[config.mk]
export PLATFORM = sky130hd
export DESIGN_NAME = fetch_ctrl
export DESIGN_NICKNAME = d
export VERILOG_FILES = /design/src/rtl/fetch_ctrl.sv
export SDC_FILE = /design/constraint.sdc
export NUM_CORES = 1
export LEC_CHECK = 0
export CAP_MARGIN = 20
export CELL_PAD_IN_SITES_DETAIL_PLACEMENT = 0
export CELL_PAD_IN_SITES_GLOBAL_PLACEMENT = 1
export CORE_MARGIN = 2
export CORE_UTILIZATION = 35
export CTS_BUF_LIST = sky130_fd_sc_hd__clkbuf_8
export DETAILED_ROUTE_END_ITERATION = 6
export MAX_ROUTING_LAYER = met4
export PLACE_DENSITY_LB_ADDON = 0.1
export SLEW_MARGIN = 5
export SYNTH_ARGS = -nofsm -noshare
export SYNTH_HDL_FRONTEND = slang
export SYNTH_SLANG_ARGS = --single-unit
export TNS_END_PERCENT = 5
[constraint.sdc]
create_clock -name clock -period 4.8 [get_ports clock]
set_clock_uncertainty 0.15 [all_clocks]
set_input_delay 0.96 -clock clock [delete_from_list [all_inputs] [get_ports clock]]
set_output_delay 0.96 -clock clock [all_outputs]
set_load 0.1 [all_outputs]
[src/rtl/fetch_ctrl.sv]
// Instruction fetch controller: one outstanding imem request, redirect/drain handling, registered decode word.
// Optional: define FETCH_CTRL_MISALIGN_TRAP_EN to trap misaligned redirects into a sticky ERR state.
module fetch_ctrl #(
  parameter logic [31:0] RESET_PC = 32'h0000_0000
) (
  input  logic        clock,
  input  logic        reset,
  output logic        imem_req,
  output logic [31:0] imem_addr,
  input  logic        imem_rvalid,
  input  logic [31:0] imem_rdata,
  input  logic        redirect_valid,
  input  logic [31:0] redirect_pc,
  input  logic        stall,
  output logic [31:0] Instruction,
  output logic [31:0] instr_pc,
  output logic        instr_valid,
  output logic        misalign_err
);

  typedef enum logic [2:0] {
    S_IDLE,
    S_REQ,
    S_WAIT,
    S_HOLD,
    S_DRAIN
`ifdef FETCH_CTRL_MISALIGN_TRAP_EN
    , S_ERR
`endif
  } state_t;

  state_t      r_state;
  logic [31:0] r_pc;
  logic [31:0] r_instr;
  logic [31:0] r_instrPc;
  logic        r_valid;
  logic        r_req;
  logic [31:0] w_redirTarget;

  // Low address bits are dropped; with the trap enabled they are already zero when used.
  assign w_redirTarget = redirect_pc & 32'hFFFF_FFFC;

`ifdef FETCH_CTRL_MISALIGN_TRAP_EN
  logic r_misalign;
  logic w_misaligned;
  assign w_misaligned = redirect_valid && (redirect_pc[1:0] != 2'b00);
  assign misalign_err = r_misalign;
`else
  assign misalign_err = 1'b0;
`endif

  assign imem_req    = r_req;
  assign imem_addr   = r_pc;
  assign Instruction = r_instr;
  assign instr_pc    = r_instrPc;
  assign instr_valid = r_valid;

  // A redirect outranks everything; a response that was in flight when it hit is drained, never shown.
  always_ff @(posedge clock or posedge reset) begin
    if (reset) begin
      r_state   <= S_IDLE;
      r_pc      <= RESET_PC;
      r_instr   <= 32'h0;
      r_instrPc <= 32'h0;
      r_valid   <= 1'b0;
      r_req     <= 1'b0;
`ifdef FETCH_CTRL_MISALIGN_TRAP_EN
      r_misalign <= 1'b0;
`endif
    end else begin
      r_req <= 1'b0;
`ifdef FETCH_CTRL_MISALIGN_TRAP_EN
      if (r_state == S_ERR) begin
        r_state <= S_ERR;
      end else if (w_misaligned) begin
        r_misalign <= 1'b1;
        r_valid    <= 1'b0;
        r_state    <= S_ERR;
      end else
`endif
      if (redirect_valid) begin
        r_pc    <= w_redirTarget;
        r_valid <= 1'b0;
        if ((r_state == S_REQ) ||
            ((r_state == S_WAIT) && !imem_rvalid) ||
            ((r_state == S_DRAIN) && !imem_rvalid)) begin
          r_state <= S_DRAIN;
        end else begin
          r_state <= S_REQ;
          r_req   <= 1'b1;
        end
      end else begin
        case (r_state)
          S_IDLE: begin
            r_state <= S_REQ;
            r_req   <= 1'b1;
          end
          S_REQ: begin
            r_state <= S_WAIT;
          end
          S_WAIT: begin
            if (imem_rvalid) begin
              r_instr   <= imem_rdata;
              r_instrPc <= r_pc;
              r_valid   <= 1'b1;
              r_pc      <= r_pc + 32'd4;
              r_state   <= S_HOLD;
            end
          end
          S_HOLD: begin
            if (!stall) begin
              r_valid <= 1'b0;
              r_state <= S_REQ;
              r_req   <= 1'b1;
            end
          end
          S_DRAIN: begin
            if (imem_rvalid) begin
              r_state <= S_REQ;
              r_req   <= 1'b1;
            end
          end
          default: begin
            r_state <= S_IDLE;
          end
        endcase
      end
    end
  end

endmodule

# Yosys cells after proc, flatten, opt, wreduce, memory -nomap -nowiden
# Index checks and enable logic that the tools add are counted.
dict set report word_totals {
  reg_bits 101
  inputBits 69
  elab_cells 46
}
dict set report classes {
  eq_ne 7
  addsub 1
  muxes 18
  bitwise 1
  reduce_logical 13
}
# op n
set op_table {}
lappend op_table {{32-bit 2-to-1 mux} 3}
lappend op_table {{32-bit by 3-bit adder with 32-bit output, second input constant} 1}
lappend op_table {{3-bit 2-to-1 mux} 5}
lappend op_table {{3-bit case mux with 5 select lines} 1}
lappend op_table {{3-bit != test, second input constant} 3}
lappend op_table {{3-bit AND reduction} 3}
lappend op_table {{1-bit 2-to-1 mux} 7}
lappend op_table {{3-bit by 2-bit equality test with 1-bit output, second input constant} 2}
lappend op_table {{2-bit nonzero test} 2}
lappend op_table {{3-bit by 1-bit equality test with 1-bit output, second input constant} 1}
lappend op_table {{3-bit equality test, second input constant} 1}
lappend op_table {{3-bit zero test} 1}
lappend op_table {{1-bit case mux with 3 select lines} 1}
lappend op_table {{3-bit nonzero test} 1}
lappend op_table {{1-bit logical AND} 2}
lappend op_table {{1-bit logical OR} 2}
lappend op_table {{1-bit case mux with 2 select lines} 1}
lappend op_table {{2-bit AND reduction} 1}
lappend op_table {{1-bit zero test} 1}
lappend op_table {{1-bit NOT} 1}

# Longest topological paths before layout
# Gate-level depths: netlist of the first run.
dict set report logic_depth {
  depth_word 6
  depth_mapped 7
  ltp_nobuf 5
}

# Worst setup path before layout of the first run
# Ideal clock, no wire load.
dict set report synth_path {
  path_kind {register to register}
  start {register r_pc[6], in the netlist imem_addr[6]}
  end {register r_pc[25], in the netlist imem_addr[25]}
  path_slack_ps 2048
  path_buffers 0
  synth_period_minus_slack_ps 2752
  t_arrival_ps 2520
  path_stages_with_launch 5
  cell_sequence {dfrtp_1 > and4_4 > or4b_4 > or4_1 > a31oi_1}
}
dict set report synth_between {
  elab_chain_cells 4
}
# element line_no
set synth_rtl {}
lappend synth_rtl {{start, declared} 33} ;# logic [31:0] r_pc;
lappend synth_rtl {{start signal, assigned} 82} ;# r_pc <= w_redirTarget;
lappend synth_rtl {{start signal, assigned} 106} ;# r_pc <= r_pc + 32'd4;
lappend synth_rtl {{32-bit by 3-bit adder with 32-bit output} 106}
lappend synth_rtl {{32-bit 2-to-1 mux} 102} ;# if (imem_rvalid) begin
lappend synth_rtl {{32-bit 2-to-1 mux} 93} ;# case (r_state)
lappend synth_rtl {{32-bit 2-to-1 mux} 81} ;# if (redirect_valid) begin
# No other way between the ends. The select of a mux whose other input is x is not followed.
# A chain may end at the register's enable or synchronous reset.

# Final worst setup path of the first run
dict set report layout_path {
  start {register r_pc[6], in the netlist imem_addr[6]}
  end {output imem_addr[6]}
}
# element line_no
set layout_rtl {}
lappend layout_rtl {{end, declared} 9} ;# output logic [31:0] imem_addr,
# No word-level cell between the ends.

==> run metrics, run 1 <==
TritonCTS buffer count=9; largest net degree at the start of global routing=82; Max Cap Viol=0; Slew Limit Headroom=0.311; grt met2 use=0.269; DP HPWL=7.97 mm; fin nets=603; Syn-to-layout area delta=44.0%; Final Hold Fails=0; most frequent cells in the layout=clkdlybuf4s50_1, dfrtp_1, mux2_2, nand2_1, o21ai_0; WL final=~12 mm; clock net sink count=between 90 and 100; Core Region=roughly 13000 µm²; hold_sp=instr_pc[21]; Crit. End Element=output port; CTS tree=built; Period Utilization, post-route=0.667; Crit path max-delay family=buffers and inverters; number of synthesized flops with an enable pin=0; Max Fclk=312 MHz; busiest grt layer=met2; first drt pass iteration count=4; Starting Density=0.354; GP Congestion=0.727; crit start category=register; post-CTS setup buffer count=0; Cell Area, Placed=6180 µm²; post_cts resized=0; Hold EP=instr_pc[21]; met1 usage=0.229; width of the die=117 µm; Worst R2R Setup Slack=~2.3 ns; H-tree depth=3; root buf cell=clkbuf_8; WP data arrival=about 2.1 ns; synth unique cells=44; Post-Route Utilization=0.510; reg-to-reg critical path endpoint=imem_addr[19]; initial drt markers=160; ANT nets after route=0; port bufs=160; RSZ-0062 raised after global routing=false; most common cell after layout, fill and taps aside=clkdlybuf4s50_1; Clk Latency, worst-skew pair=0.37 ns; Critical Path Slowest Stage Cell=clkdlybuf4s50_1; drt drc=0; CP bufs+invs=1; Hold/Removal Path Class=register to register; CP peak stage delay=1.21 ns; Hold Crit Depth=1; sequential area share after synthesis=0.547; FF+latch count, synth=97; met3 Use GR=0.0332; status=finished clean; critical path class=register to output port; first-pass GRT wire length=17.8 mm; Die Y=roughly 120 µm; pre-CTS setup slack=1.30 ns; Syn. warnings=0; Via density=4.98; post-route setup slack=between 1.5 and 2 ns; Final min period=3.20 ns; crit path cell chain=clkdlybuf4s50_1; diode count=0; average wire per standard cell=~16 µm; Top FF cell, synth=dfrtp_1; crit path max fanout=7; die area=13600 µm²; setup_tns=0 ns; Avg Inst Size Synth=11.6 µm²; worst-margin pin slew=around 1.0 ns; Reg clk slew, reported paths=roughly 0.090 ns; Final Cell Area=6390 µm²; I/O pin cnt=168; initial antenna violation count=0; asr flop ratio synth=1.00; hold_buf cts=0; Reg2Reg Depth=4; Global Route Usage Sum=0.176; pins over their slew limit=0; number of global-route vias before repair=3426; final setup vio count=0; CTS max path bufs=2; synthesized area=4440 µm²; Worst R2R Start=r_state[2]; Mapped Cells=381; GR Overflow Total=0; # rows=41; Critical Path RT=3.69 ns; vias after detailed routing=3534; share of cells above drive strength 1=0.156
[through the flow]
stage | hold slack [ns] | std cells
floorplan | 0.505 | 385
global placement | 0.339 | 693
detailed placement | 0.344 | 693
CTS | 0.365 | 708
global route | 0.377 | 709
finish | 0.361 | 709
[state kept, by name, indices dropped and copies added, names as in the netlist]
register and count:
Instruction 32, imem_addr 30, instr_pc 30, r_state 3, imem_req 1, instr_valid 1
[worst max path at each step]
stage                      start              to  slack (ns)  cells past startpoint
floorplan                  reset  Instruction[0]        1.16                      1
global placement     imem_rvalid   imem_addr[25]        1.30                      5
detailed placement   imem_rvalid   imem_addr[19]        1.30                      5
CTS                 imem_addr[6]    imem_addr[6]        1.56                      1
global route         imem_rvalid   imem_addr[22]        1.50                      5
finish              imem_addr[6]    imem_addr[6]        1.60                      1
[worst reg2reg max path, cell delays in order (launching register included)]
cell,delay (ns)
dfrtp_1,0.54
nand4bb_4,0.38
or4b_4,0.70
or4_1,0.53
a31oi_1,0.16
[synth_stat cells (4+ instances only)]
library cell / instances / area [µm²]
dfrtp_1: 97 / 2430
mux2_2: 62 / 698
nand2_1: 28 / 105
o21ai_0: 21 / 105
clkbuf_1: 20 / 75.1
nor2_1: 20 / 75.1
a31oi_1: 16 / 100
nand3_1: 11 / 55.1
or4_1: 11 / 82.6
o31ai_1: 8 / 60.1
nand4_1: 7 / 43.8
or3_1: 7 / 43.8
buf_4: 6 / 45.0
inv_1: 6 / 22.5
xor2_1: 6 / 52.6
nand3b_1: 4 / 30.0
nand4b_1: 4 / 35.0
nor3_1: 4 / 20.0
xnor2_1: 4 / 35.0
[per-layer routing]
| layer | vias to the layer above | part of all wire | wire (µm) |
|---|---|---|---|
| li1 | 1691 | - | - |
| met1 | 1733 | 0.45 | 5190 |
| met2 | 92 | 0.48 | 5550 |
| met3 | 18 | 0.045 | 518 |
| met4 | 0 | 0.023 | 263 |
| met5 | - | 0 | 0 |
[logic make-up (layout without fill, tap and decap cells)]
family / count (synthesis) / after routing / synth area share
xor+xnor: 10 / 10 / 0.0197
other cells: 1 / 5 / 0.000845
simple gates: 117 / 117 / 0.152
buf+inv: 34 / 186 / 0.0355
flops: 97 / 97 / 0.547
fa+ha+maj: 1 / 1 / 0.00282
compound gates: 58 / 58 / 0.0821
mux: 63 / 63 / 0.160
[cell type report]
type	instances	area, µm²
Fill cell	1236	6130
Sequential cell	97	2430
Multi-Input combinational cell	254	1870
Timing Repair Buffer	164	1660
Tap cell	172	215
Clock buffer	9	124
Clock inverter	6	53.8
Inverter	7	28.8
Power of run 1 is left out: the tool's default activity adds up to more than one toggle a clock period on the data nets, which glitch-free logic cannot reach.
==> run 2, diff against run 1 <==
- CORE_UTILIZATION: 35 -> 31
- clock period: 4.8 -> 2.55 ns (I/O delays scaled with it)
==> run 2 against run 1 <==
Routed wire length up 7.2%. Non-clock buffer count rose by 22. Sequential cell count unchanged. Critical path depth rose by 4. Setup slack worse by 1.4 ns. Critical path type is now input port to register. Largest cell class unchanged.
==> run metrics, run 2 (synthesis results as in run 1) <==
initial drt markers=146 (was 160); CTS max path bufs=2 (unchanged); share of cells above drive strength 1=0.360 (was 0.156); Starting Density=0.318 (was 0.354); status=finished clean (unchanged); max layer used=met4 (unchanged); reg-to-reg critical path endpoint=imem_addr[25] (was imem_addr[19]); vias after detailed routing=3663 (was 3534); Final min period=2.36 ns; port bufs=160 (unchanged); Crit. End Element=register (was output port); Via density=4.96 (was 4.98); Post-Route Utilization=0.458 (was 0.510); TritonCTS buffer count=9 (unchanged); root buf cell=clkbuf_8 (unchanged); diode count=0 (unchanged); post-CTS setup buffer count=0 (unchanged); largest net degree at the start of global routing=62 (was 82); critical path class=input port to register (was register to output port); Crit path max-delay family=simple AND/OR/NAND/NOR gates (was buffers and inverters); Die Y=124 µm (was 117 µm); crit start category=input port (was register); width of the die=124 µm (was 117 µm); ANT nets after route=0 (unchanged); Core Region=13900 µm² (was 12500 µm²); met3 wire length=530 µm (was 518 µm); Hold/Removal Path Class=input port to async pin (was register to register); number of global-route vias before repair=3582 (was 3426); clock net sink count=97 (unchanged); initial antenna violation count=0 (unchanged); Max Fclk=423 MHz; die area=15300 µm² (was 13600 µm²); Reg2Reg Depth=4 (unchanged); Period Utilization, post-route=0.927; fin nets=625 (was 603); first-pass GRT wire length=18.9 mm (was 17.8 mm); max reg flops=32 (unchanged); GR Overflow Total=0 (unchanged); pins over their slew limit=0 (unchanged); Critical Path RT=2.70 ns (was 3.69 ns); WL final=12.4 mm (was 11.5 mm); WP data arrival=2.51 ns (was 2.09 ns); first drt pass iteration count=4 (unchanged); post_cts resized=0 (unchanged); average wire per standard cell=16.7 µm (was 16.3 µm); final setup vio count=0 (unchanged); hold_buf cts=0 (unchanged); crit path cell chain=clkdlybuf4s50_1 > nand4bb_4 > or4b_4 > or4_1 > a31oi_1 (was clkdlybuf4s50_1); drt drc=0 (unchanged); Reg clk slew, reported paths=0.09 ns (about the same); Final Hold Fails=0 (unchanged); CP bufs+invs=1 (unchanged); most common cell after layout, fill and taps aside=buf_4 (was clkdlybuf4s50_1); critical path depth in cells=5 (was 1); Worst R2R Start=imem_addr[8] (was r_state[2]); crit path max fanout=9 (was 7); Max Cap Viol=0 (unchanged); CTS tree=built (unchanged); most frequent cells in the layout=buf_4, dfrtp_1, clkdlybuf4s50_1, mux2_2, nand2_1 (was clkdlybuf4s50_1, dfrtp_1, mux2_2, nand2_1, o21ai_0); # rows=43 (was 41); Clk Latency, worst-skew pair=0.38 ns (was 0.37 ns); Global Route Usage Sum=0.167 (was 0.176); Syn-to-layout area delta=43.8% (was 44.0%); H-tree depth=3 (unchanged); Worst R2R Setup Slack=0.30 ns (was 2.26 ns); Critical Path Slowest Stage Cell=or4b_4 (was clkdlybuf4s50_1); Metal-1 WL=5.50 mm (was 5.19 mm); met2 routed WL=6.06 mm (was 5.55 mm); CP peak stage delay=0.63 ns (was 1.21 ns); DP HPWL=8.86 mm (was 7.97 mm); GP Congestion=0.782 (was 0.727); RSZ-0062 raised after global routing=false (unchanged); I/O pin cnt=168 (unchanged)
## run 2: cell types whose count changed in the layout (fill, tap and decap cells not counted), sizes merged
cell,delta
bufinv,+1
inv,-2
clkbuf,+1
clkdlybuf4s50,-94
buf,+116
## run 2: worst max path at each step
stage	startpoint	endpoint	slack, ns
2_1_floorplan	imem_addr[6]	imem_addr[25]	-0.20
3_3_place_gp	imem_rvalid	imem_addr[25]	-0.19
3_5_place_dp	imem_rvalid	imem_addr[13]	-0.20
4_1_cts	imem_rvalid	imem_addr[25]	0.21
5_1_grt	imem_rvalid	imem_addr[25]	0.14
6_report	imem_rvalid	imem_addr[25]	0.19
## run 2: routing by layer
layer,track usage,vias to the layer above
met4,0.0682,0
met2,0.265,103
met1,0.210,1808
li1,-,1734
met5,-,-
met3,0.0316,18
## run 2: layout make-up
cell class | instances | area, µm²
clock inverters | 5 | 72.6
well taps | 180 | 225
fillers | 1333 | 7560
inverters | 7 | 30.0
repair buffers | 186 | 1610
flip-flops and latches | 97 | 2430
clock buffers | 10 | 138
multi-input cells | 254 | 1870
## run 2: per-stage QoR
stage	hold slack (ns)	setup TNS, ns	cell area [µm²]	instances	worst slack (ns)
after global routing	0.373	0	6380	739	0.142
after global placement	0.340	-1.56	6170	724	-0.187
after floorplan	0.480	-1.28	4450	385	-0.202
after CTS	0.335	0	6380	739	0.214
after detailed placement	0.347	-1.86	6170	724	-0.199
final	0.346	0	6380	739	0.187
Power of run 2 is left out for the same reason.
==> run 3, diff against run 2 <==
- CTS_CLUSTER_SIZE: unset -> 20
- SLEW_MARGIN: 5 -> 20
==> results of run 3 <==
Final layout, timing and power as in run 2 (identical DEF).
Power of run 3 is left out for the same reason.
